`src/rtl/uart_time_cmd_parser.sv`:
```
// uart_time_cmd_parser
// Decodes ASCII "T/A HHMMSS CR" frames from a UART byte stream into BCD time.
// Valid frames load the BCD outputs and pulse o_set_time / o_set_alarm.
// Malformed, out-of-range or timed-out frames pulse o_err.
module uart_time_cmd_parser #(
   parameter int               TMO_W       = 16,
   parameter logic [TMO_W-1:0] TIMEOUT_CYC = 16'd50000
) (
   input  logic       i_clk,
   input  logic       i_rst_n,
   input  logic       i_rx_done,
   input  logic [7:0] i_rx_data,
   output logic [7:0] o_hour_bcd,
   output logic [7:0] o_min_bcd,
   output logic [7:0] o_sec_bcd,
   output logic       o_set_time,
   output logic       o_set_alarm,
   output logic       o_err,
   output logic       o_busy
);

   typedef enum logic [1:0] {S_IDLE, S_DIGITS, S_WAIT_CR} state_t;

   state_t           r_state;
   state_t           w_state_nx;
   logic             r_rx_d;
   logic             r_cmd_alarm;
   logic [2:0]       r_cnt;
   logic [TMO_W-1:0] r_tmo;
   logic [3:0]       r_sh [0:5];
   logic [7:0]       r_hour, r_min, r_sec;
   logic             r_set_time, r_set_alarm, r_err;

   logic w_ev, w_is_cmd, w_is_digit, w_is_cr, w_range_ok, w_tmo_hit;
   logic w_restart, w_store, w_pass, w_err_nx;

   assign w_ev       = i_rx_done & ~r_rx_d;
   assign w_is_cmd   = (i_rx_data == 8'h54) || (i_rx_data == 8'h41);
   assign w_is_digit = (i_rx_data >= 8'h30) && (i_rx_data <= 8'h39);
   assign w_is_cr    = (i_rx_data == 8'h0D);
   // Shadow slots: 0/1 hour tens/units, 2/3 minute, 4/5 second.
   assign w_range_ok = ((r_sh[0] < 4'd2) || ((r_sh[0] == 4'd2) && (r_sh[1] <= 4'd3)))
                       && (r_sh[2] <= 4'd5) && (r_sh[4] <= 4'd5);
   // A byte event in the same cycle takes priority over the timeout.
   assign w_tmo_hit  = (TIMEOUT_CYC != '0) && (r_state != S_IDLE) && !w_ev
                       && (r_tmo == TIMEOUT_CYC);

   // State register
   always_ff @(posedge i_clk) begin
      if (!i_rst_n) r_state <= S_IDLE;
      else          r_state <= w_state_nx;
   end

   // Next-state decode and per-byte actions
   always_comb begin
      w_state_nx = r_state;
      w_restart  = 1'b0;
      w_store    = 1'b0;
      w_pass     = 1'b0;
      w_err_nx   = 1'b0;
      if (w_ev) begin
         if (w_is_cmd) begin
            w_restart  = 1'b1;
            w_state_nx = S_DIGITS;
         end else begin
            case (r_state)
               S_DIGITS: begin
                  if (w_is_digit) begin
                     w_store = 1'b1;
                     if (r_cnt == 3'd5) w_state_nx = S_WAIT_CR;
                  end else begin
                     w_err_nx   = 1'b1;
                     w_state_nx = S_IDLE;
                  end
               end
               S_WAIT_CR: begin
                  w_state_nx = S_IDLE;
                  if (w_is_cr && w_range_ok) w_pass   = 1'b1;
                  else                       w_err_nx = 1'b1;
               end
               default: w_state_nx = S_IDLE;
            endcase
         end
      end else if (w_tmo_hit) begin
         w_err_nx   = 1'b1;
         w_state_nx = S_IDLE;
      end
   end

   // Edge detect, frame bookkeeping, timeout counter and output registers
   always_ff @(posedge i_clk) begin
      if (!i_rst_n) begin
         r_rx_d      <= 1'b0;
         r_cmd_alarm <= 1'b0;
         r_cnt       <= 3'd0;
         r_tmo       <= '0;
         r_hour      <= 8'h00;
         r_min       <= 8'h00;
         r_sec       <= 8'h00;
         r_set_time  <= 1'b0;
         r_set_alarm <= 1'b0;
         r_err       <= 1'b0;
      end else begin
         r_rx_d      <= i_rx_done;
         r_set_time  <= w_pass & ~r_cmd_alarm;
         r_set_alarm <= w_pass & r_cmd_alarm;
         r_err       <= w_err_nx;
         if (w_restart) begin
            r_cmd_alarm <= (i_rx_data == 8'h41);
            r_cnt       <= 3'd0;
         end else if (w_store) begin
            r_cnt <= r_cnt + 3'd1;
         end
         if (w_pass) begin
            r_hour <= {r_sh[0], r_sh[1]};
            r_min  <= {r_sh[2], r_sh[3]};
            r_sec  <= {r_sh[4], r_sh[5]};
         end
         if (w_ev || (r_state == S_IDLE)) r_tmo <= '0;
         else if (r_tmo != TIMEOUT_CYC)   r_tmo <= r_tmo + 1'b1;
      end
   end

   // Shadow digit store; never visible at the outputs until a frame passes
   always_ff @(posedge i_clk) begin
      if (w_store) r_sh[r_cnt] <= i_rx_data[3:0];
   end

   assign o_hour_bcd  = r_hour;
   assign o_min_bcd   = r_min;
   assign o_sec_bcd   = r_sec;
   assign o_set_time  = r_set_time;
   assign o_set_alarm = r_set_alarm;
   assign o_err       = r_err;
   assign o_busy      = (r_state != S_IDLE);

endmodule

```
`config.mk`:
```
export PLATFORM = sky130hd
export DESIGN_NAME = uart_time_cmd_parser
export DESIGN_NICKNAME = d
export VERILOG_FILES = /design/src/rtl/uart_time_cmd_parser.sv
export SDC_FILE = /design/constraint.sdc
export NUM_CORES = 1
export LEC_CHECK = 0
export ABC_AREA = 1
export BUFFER_PORTS_ARGS = -buffer_cell sky130_fd_sc_hd__clkbuf_2
export CAP_MARGIN = 10
export CELL_PAD_IN_SITES_DETAIL_PLACEMENT = 0
export CELL_PAD_IN_SITES_GLOBAL_PLACEMENT = 1
export CORE_UTILIZATION = 35
export CTS_CLUSTER_SIZE = 14
export DETAILED_ROUTE_END_ITERATION = 10
export HOLD_SLACK_MARGIN = 0.15
export PLACE_DENSITY = 0.66
export SLEW_MARGIN = 20
export SYNTH_ARGS = -nofsm -noshare
export SYNTH_HDL_FRONTEND = slang
export SYNTH_SLANG_ARGS = --single-unit
```
`constraint.sdc`:
```
create_clock -name i_clk -period 4.2 [get_ports i_clk]
set_input_delay 0.42 -clock i_clk [delete_from_list [all_inputs] [get_ports i_clk]]
set_output_delay 0.42 -clock i_clk [all_outputs]
set_load 0.02 [all_outputs]
```
# After elaboration in Yosys (flattened, before gate mapping)
# Memory sizes are Yosys's and may differ from the RTL's. A register that Yosys moved wholly into a read port is not among the register bits.
# Index checks and enable logic that the tools add are counted.
[word_totals]
n_memories = 1
ramBits = 24
latch_bits = 0
in_bits = 11
register_bits = 50
romBits = 0
[classes]
n_eq_ne = 10
n_lt_le_gt_ge = 6
reduce_logical = 19
n_mul = 0
bitwise_logic = 6
addsub = 2
mux = 24
n_shift = 0
n_div = 0
[memory_table]
columns = ["name", "words", "word_bits", "rd", "rd_clocked_by_memory_dff", "wr", "line_no", "source"]
rows = [
  ["r_sh", 6, 4, 6, 2, 1, "30", "logic [3:0] r_sh [0:5];"],
]
[ops]
columns = ["op", "n"]
rows = [
  ["1-bit 2-to-1 mux", 17],
  ["16-bit by 1-bit adder with 16-bit output (second input constant)", 1],
  ["16-bit == test (second input constant)", 1],
  ["8-bit by 7-bit == test with 1-bit output (second input constant)", 2],
  ["16-bit != test (second input constant)", 1],
  ["2-bit 2-to-1 mux", 6],
  ["8-bit by 4-bit == test with 1-bit output (second input constant)", 1],
  ["8-bit by 6-bit greater-or-equal comparator with 1-bit output (second input constant)", 1],
  ["4-bit by 3-bit <= comparator with 1-bit output (second input constant)", 2],
  ["8-bit by 6-bit <= comparator with 1-bit output (second input constant)", 1],
  ["1-bit logical AND", 7],
  ["5-bit != test (second input constant)", 1],
  ["4-bit by 2-bit == test with 1-bit output (second input constant)", 1],
  ["4-bit by 2-bit <= comparator with 1-bit output (second input constant)", 1],
  ["4-bit by 2-bit less-than comparator with 1-bit output (second input constant)", 1],
  ["2-bit nonzero test", 2],
  ["2-bit OR reduction", 2],
  ["3-bit by 1-bit adder with 3-bit output (second input constant)", 1],
  ["1-bit bitwise AND", 3],
  ["3-bit == test (second input constant)", 1],
  ["1-bit zero test", 3],
  ["1-bit logical OR", 3],
  ["1-bit inverter", 3],
  ["2-bit by 1-bit == test with 1-bit output (second input constant)", 1],
  ["4 further kinds", 4],
]

# Logic depth before layout (Yosys ltp)
# Gate-level depths: netlist of run 1.
[depth]
depth_word = 11
ltp_mapped = 10
ltp_nobuf = 9

# Worst setup path after synthesis of run 1
# OpenSTA, ideal clock, no wires.
[synth_timing]
path_kind = "input-to-reg"
startpoint = "input i_rx_data[7]"
endpoint = "memory r_sh[3][0], enable pin"
n_path_buf = 0
cell_stages = 7
arrival_ns = 1.385
setup_time_ns = 0.361
setup_slack_ns = 2.454
t_required_ns = 3.839
path_cell_list = "nor2_2 -> nand3_2 -> nor2_2 -> nand3_2 -> inv_1 -> nand2_1 -> nor3_1"
[synth_via]
elab_chain_cells = 8
word_cells_on_any_way = 12
[synth_rtl]
columns = ["element", "line_no", "source"]
rows = [
  ["start: declaration", "12", "input logic [7:0] i_rx_data,"],
  ["8-bit by 6-bit greater-or-equal comparator with 1-bit output or 8-bit by 6-bit <= comparator with 1-bit output (tied branches)", "39", "assign w_is_digit = (i_rx_data >= 8'h30) && (i_rx_data <= 8'h39);"],
  ["1-bit logical AND", "39", ""],
  ["1-bit 2-to-1 mux", "68", "if (w_is_digit) begin"],
  ["1-bit 2-to-1 mux", "66", "case (r_state)"],
  ["1-bit 2-to-1 mux (*)", "62", "if (w_is_cmd) begin"],
  ["1-bit 2-to-1 mux (*)", "61", "if (w_ev) begin"],
  ["1-bit 2-to-1 mux (*)", "126", "if (w_store) r_sh[r_cnt] <= i_rx_data[3:0];"],
  ["1-bit 2-to-1 mux (not written as such) (*)", "126", ""],
  ["end: declaration", "30", ""],
]
# Every way passes the cells marked *; elsewhere a longest branch is shown, timed or not.

==> results.txt, run 1 <==
Syn. warnings -> 0
CTS H-tree lvls -> 3
final worst slack -> 2.16 ns
Die Width -> 99.4 um
Die Y -> 99.4 um
Peak VDD IR -> 0.000185 V
commonest cells after routing, fill and taps aside -> nand2_1, inv_1, nor2_1
crit end category -> flip-flop
CP Class -> flip-flop to flip-flop
HPWL Detailed -> 4.86 mm
Clock Sink Count -> 74
Most Crowded Layer GR -> met2
status -> completed
gr usage total -> 0.149
fin crit share -> 0.486
M1 GR Usage -> 0.177
cells after synthesis -> 406
Synth Net Count -> 424
PortBufs -> 38
RSZ-0062 raised after global routing -> false
synth unique cells -> 27
Final Critical Period -> 2.04 ns
hold crit path type -> input pin to flip-flop
clk buf depth -> 2
DRT Pass-1 Iters -> 4
met2 Usage GRT -> 0.251
arrival time worst endpoint -> 2.27 ns
Routed Antenna Nets -> 0
CTS Buf Count -> 9
Initial Utilization -> 0.361
drc violations -> 0
Fin. Hold Viols -> 0
FMAX -> 490 MHz
first-pass GRT wire length -> 11.4 mm
CP Data Required Time -> 4.43 ns
wire per inst -> 11.7 um
Slew Limit Headroom -> 0.441
PD cells -> 359 nW/um2
clk_skew -> 0.00682 ns
Final #Nets -> 463
pre-CTS setup slack -> 1.91 ns
Iter 0 DRT Violations -> 89
Post-Route WL -> 6.55 mm
Critical Path Fanout Max -> 21
CTS hold repair buffers -> 0
via/cell ratio -> 4.50
commonest non-fill, non-tap cell in the layout -> nand2_1
CTS tree -> yes
Final Non-Filler Cells -> 561
Boundary Pins -> 39
Worst-path clk slew -> 0.08 ns
GR Util met3 -> 0.0387
Core ar. -> 9200 um2
worst slew pin tran -> 0.838 ns
critical path launch point type -> flip-flop
post-CTS resize count -> 0
insertion delay to the later sink of the worst-skew pair -> 0.34 ns
antenna violations before repair -> 0
Cells after DPL -> 545
Setup-failing EPs final -> 0
Placer Congestion -> 0.764
synthesized area -> 3320 um2
Seq/Total Area, Yosys -> 0.519
Die ar. -> 9870 um2
root buffer cell -> clkbuf_8
n_diodes -> 0
Slew Limit Fails -> 0
Mapped Avg Cell Area -> 8.17 um2
Yosys reg bits -> 74
post-CTS setup buffers -> 0
P&R area growth vs syn -> 12.8%
vias -> 2523
static leakage -> 1.61 nW
FILL cells -> 996
row cnt -> 35
Final TNS setup -> 0 ns
vias in the first global route -> 2501
GR Overflow Total -> 0
largest net degree at the start of global routing -> 33
number of max-cap violations -> 0
share of post-route cells with drive strength above 1 -> 0.176
[kinds of logic (layout without fill, tap and decap cells)]
group                      Yosys count  count (layout)  share of synthesized area
DFF                                 74              74                      0.519
AOI/OAI and AO/OA                   31              31                     0.0479
xor gates and xnor gates             2               2                    0.00528
buffers and inverters               76             120                      0.103
adders and majority gates            7               7                     0.0264
and+or+nand+nor                    216             216                      0.298
[through the flow]
step | utilization | area [um2] | hold slack, ns | power (mW)
finish | 0.407 | 3740 | 0.300 | 1.34
floorplan | - | 3320 | 0.413 | 0.799
global placement | 0.386 | 3550 | 0.444 | 0.815
global route | 0.407 | 3740 | 0.300 | 1.40
CTS | 0.407 | 3740 | 0.289 | 1.36
detailed placement | 0.386 | 3550 | 0.448 | 0.815
[sequential cells by signal, summed over array words and instances (netlist names)]
| signal | flops |
|---|---|
| o_err | 1 |
| o_hour_bcd | 8 |
| o_min_bcd | 8 |
| o_sec_bcd | 8 |
| o_set_alarm | 1 |
| o_set_time | 1 |
| r_cmd_alarm | 1 |
| r_cnt | 3 |
| r_rx_d | 1 |
| r_sh | 24 |
| r_state | 2 |
| r_tmo | 16 |
[per-layer routing]
layer  wire, um  vias to the layer above  share of wire
met5          0                        -              0
met4        140                        0          0.021
met3        174                       10          0.027
met2       3120                       29           0.48
met1       3110                     1134           0.48
li1           -                     1350              -
[worst paths after layout]
kind,from,end,slack (ns),depth (start not counted)
worst max-delay path,r_sh[0][2]$_DFFE_PP_,o_hour_bcd[7]$_SDFFE_PN0P_,2.16,8
worst min-delay path,i_rx_done,r_rx_d$_SDFF_PN0_,0.30,3
worst max register to register,r_sh[0][2]$_DFFE_PP_,o_hour_bcd[7]$_SDFFE_PN0P_,2.16,8
worst min register to register,o_sec_bcd[7]$_SDFFE_PN0P_,o_sec_bcd[7]$_SDFFE_PN0P_,0.46,2
[Yosys cell counts, drive strengths merged]
library cell	number	area, um2
ha	7	87.6
edfxtp	24	721
clkbuf	1	3.75
nor2	75	314
nand2	80	308
nor3	8	50.1
buf	9	91.3
and3	1	6.26
xor2	2	17.5
dfxtp	50	1000
o21ai	8	40.0
inv	66	248
or2	5	33.8
nand3	42	245
nand4	5	31.3
a21oi	23	119
[area by class of cell]
cell class                 count  area, um2  share of cell area
sequential                    74       1720               0.460
multi-input combinational    256       1250               0.335
inverter                      66        248              0.0662
timing repair buffer          38        190              0.0509
clock buffer                  13        149              0.0398
tap                          111        139              0.0371
clock inverter                 3       40.0              0.0107
[where the power goes]
part	internal (mW)	leakage (nW)	total, mW	switching, mW
clock network	0.290	0.0974	0.544	0.254
logic	0.0164	0.893	0.0563	0.0398
registers	0.739	0.619	0.741	0.00214
total	1.05	1.61	1.34	0.296
[worst max-delay path: stages (launching register included)]
cell and delay (ns):
edfxtp_1 0.36, nor2_1 0.12, nand2_1 0.11, nor2_1 0.16
nand4_1 0.13, nor2_2 0.65, inv_1 0.22, nand3_1 0.12
inv_1 0.05
Power figures use the tool's default switching activity.
==> run 2, diff against run 1 <==
- ABC_AREA: 1 -> 0
- clock period: 4.2 -> 1.7 ns (I/O delays scaled with it)
==> run 2 against run 1 <==
Effect of this change:
- the run now ends with negative setup slack left
- first-iteration DRC count is 5.6% lower
- non-clock buffer count is 44 higher
- register-to-register slack worse by 2.2 ns
- routed wire length is 11% higher
- flip-flop and latch count stayed put
- cell area is 8.0% higher
- critical endpoint is now o_min_bcd[0]$_SDFFE_PN0P_
- largest power group unchanged
- highest routed layer unchanged
==> results.txt, run 2 <==
Setup-failing EPs final -> 21 (was 0)
slowest CP cell -> or4b_4 (was nor2_2)
clk_skew -> 0.0140 ns (was 0.00682 ns)
FMAX -> 566 MHz (was 490 MHz)
Routed Antenna Nets -> 0 (unchanged)
largest net degree at the start of global routing -> 24 (was 33)
most frequent cell after synthesis -> dfxtp_1 (was nand2_1)
Syn. warnings -> 0 (unchanged)
share of post-route cells with drive strength above 1 -> 0.335 (was 0.176)
CTS Buf Count -> 9 (unchanged)
Peak VDD IR -> 0.000417 V (was 0.000185 V)
insertion delay to the later sink of the worst-skew pair -> 0.36 ns (was 0.34 ns)
Clock Sink Count -> 74 (unchanged)
Post-synth ARST share -> 0 (unchanged)
status -> finished with violations (was completed)
CP Class -> flip-flop to flip-flop (unchanged)
worst slew pin tran -> 0.606 ns (was 0.838 ns)
number of flops mapped to enable cells by yosys -> 24 (unchanged)
CTS H-tree lvls -> 3 (unchanged)
Slew Limit Headroom -> 0.592 (was 0.441)
n_diodes -> 0 (unchanged)
gr usage total -> 0.164 (was 0.149)
row cnt -> 34 (was 35)
HPWL Detailed -> 5.22 mm (was 4.86 mm)
Final TNS setup -> -0.923 ns (was 0 ns)
Die ar. -> 9400 um2 (was 9870 um2)
biggest regs -> r_sh x24, r_tmo x16 (unchanged)
synthesized area -> 3150 um2 (was 3320 um2)
Final #Nets -> 398 (was 463)
vias -> 2565 (was 2523)
wire per inst -> 14.8 um (was 11.7 um)
worst-path cell chain -> or4b_4, nand4b_1, buf_6, o31ai_1, a21oi_1 (was nor2_1, nand2_1, nor2_1, nand4_1, nor2_2, inv_1, nand3_1, inv_1)
Synth Net Count -> 324 (was 424)
commonest non-fill, non-tap cell in the layout -> dfxtp_1 (was nand2_1)
Finished Cell Area -> 4040 um2 (was 3740 um2)
hold crit path type -> input pin to flip-flop (unchanged)
Final Critical Period -> 1.77 ns (was 2.04 ns)
final worst slack -> -0.0673 ns (was 2.16 ns)
Post-Route WL -> 7.29 mm (was 6.55 mm)
Slew Limit Fails -> 0 (unchanged)
Worst-path clk slew -> 0.08 ns (about the same)
crit end category -> flip-flop (unchanged)
Mapped Avg Cell Area -> 10.3 um2 (was 8.17 um2)
root buffer cell -> clkbuf_8 (unchanged)
RSZ-0062 raised after global routing -> true (was false)
Final Non-Filler Cells -> 493 (was 561)
Core ar. -> 8720 um2 (was 9200 um2)
most flop-heavy register -> r_sh (unchanged)
critical path launch point type -> flip-flop (unchanged)
fin crit share -> 1.04 (was 0.486)
R2R Setup Slk -> -0.07 ns (was 2.16 ns)
CP Data Required Time -> 1.93 ns (was 4.43 ns)
Yosys reg bits -> 74 (unchanged)
arrival time worst endpoint -> 2.00 ns (was 2.27 ns)
clk buf depth -> 2 (unchanged)
synth unique cells -> 48 (was 27)
area leader, netlist -> dfxtp_1 (unchanged)
PortBufs -> 38 (unchanged)
Placer Congestion -> 0.774 (was 0.764)
static leakage -> 1.44 nW (was 1.61 nW)
via/cell ratio -> 5.20 (was 4.50)
Die Y -> 96.9 um (was 99.4 um)
max FFs per register -> 24 (unchanged)
antenna violations before repair -> 0 (unchanged)
drc violations -> 0 (unchanged)
total power -> 3.15 mW (was 1.34 mW)
P&R area growth vs syn -> 28.1% (was 12.8%)
Critical Path Fanout Max -> 20 (was 21)
Main synth FF type -> dfxtp_1 (unchanged)
cells after synthesis -> 306 (was 406)
Die Width -> 96.9 um (was 99.4 um)
DRT Pass-1 Iters -> 5 (was 4)
Critical Path Max Stage Delay -> 0.54 ns (was 0.65 ns)
vias in the first global route -> 2509 (was 2501)
Initial Utilization -> 0.362 (was 0.361)
first-pass GRT wire length -> 12.2 mm (was 11.4 mm)
Boundary Pins -> 39 (unchanged)
post-CTS setup buffers -> 0 (unchanged)
Seq/Total Area, Yosys -> 0.546 (was 0.519)
Cells after DPL -> 476 (was 545)
largest cells by area after synthesis -> dfxtp_1, edfxtp_1, nand4_1 (was dfxtp_1, edfxtp_1, nand2_1)
DP Area -> 3760 um2 (was 3550 um2)
Iter 0 DRT Violations -> 84 (was 89)
most frequent cells after synthesis -> dfxtp_1, a21oi_1, nand4_1 (was nand2_1, inv_1, nor2_1)
PD cells -> 780 nW/um2 (was 359 nW/um2)
pre-CTS setup slack -> -0.106 ns (was 1.91 ns)
number of max-cap violations -> 0 (unchanged)
CTS tree -> yes (unchanged)
Fin. Hold Viols -> 0 (unchanged)
GR Overflow Total -> 0 (unchanged)
failing checks -> negative setup slack
FILL cells -> 857 (was 996)
commonest cells after routing, fill and taps aside -> dfxtp_1, buf_4, clkbuf_2 (was nand2_1, inv_1, nor2_1)
top cell type's share of synthesized area -> 0.317 (was 0.302)
run 2: cell types whose count changed after synthesis, sizes merged, moves of 7 or more:
cell / before / now
nand2: 80 / 12
o31ai: 0 / 22
buf: 9 / 2
clkbuf: 1 / 17
nand4: 5 / 27
nand3: 42 / 10
xnor2: 0 / 7
inv: 66 / 13
nor2: 75 / 19
run 2: path summary, 6_finish.rpt:
path / startpoint / cells after the start / to
max: r_sh[0][2]$_DFFE_PP_ / 5 / o_min_bcd[0]$_SDFFE_PN0P_
min: i_rx_data[1] / 2 / r_sh[4][1]$_DFFE_PP_
max reg2reg: r_sh[0][2]$_DFFE_PP_ / 5 / o_min_bcd[0]$_SDFFE_PN0P_
min reg2reg: o_hour_bcd[0]$_SDFFE_PN0P_ / 2 / o_hour_bcd[0]$_SDFFE_PN0P_
run 2: layout make-up:
type                            instances  area [um2]  area share
Multi-Input combinational cell        200        1410       0.349
Sequential cell                        74        1730       0.427
Inverter                               13        48.8      0.0121
Clock inverter                          7        52.6      0.0130
Clock buffer                            9         124      0.0307
Tap cell                              108         135      0.0334
Timing Repair Buffer                   82         543       0.134
run 2: worst max-delay path, delay by kind of cell (launching register included):
kind	cells	cell delay [ns]
AOI/OAI and AO/OA	2	0.31
DFF	1	0.36
buffers and inverters	1	0.21
and+or+nand+nor	2	0.76
run 2: logic make-up (layout without fill, tap and decap cells):
group	count (synthesis)	after routing	synth area share
buf+inv	32	111	0.0389
compound gates	62	62	0.125
simple gates	117	117	0.224
flops	74	74	0.546
xor+xnor	13	13	0.0361
fa+ha+maj	7	7	0.0278
mux	1	1	0.00317
run 2: per-layer routing:
metal | vias up | part of all wire | GRT usage
met5 | - | 0 | 0
met4 | 0 | 0.019 | 0.0884
met3 | 13 | 0.036 | 0.0318
met2 | 56 | 0.45 | 0.247
met1 | 1193 | 0.49 | 0.221
li1 | 1303 | - | -
run 2: per-stage QoR:
step	hold slack (ns)	utilization
6_report	0.186	0.463
5_1_grt	0.188	0.463
4_1_cts	0.171	0.457
3_5_place_dp	0.416	0.431
3_3_place_gp	0.404	0.431
2_1_floorplan	0.269	-
run 2: what timing repair did:
| action | CTS | global route |
|---|---|---|
| pin swaps | 2 | 5 |
| setup endpoints to repair | 30 | 53 |
| hold buffers | 1 | 0 |
| resized for setup | 10 | 11 |
| endpoints found under the hold margin | 1 | 0 |
run 2: power breakdown:
group / internal [mW] / switching, mW
Clock: 0.539 / 0.698
Combinational: 0.0367 / 0.0568
Sequential: 1.82 / 0.000541
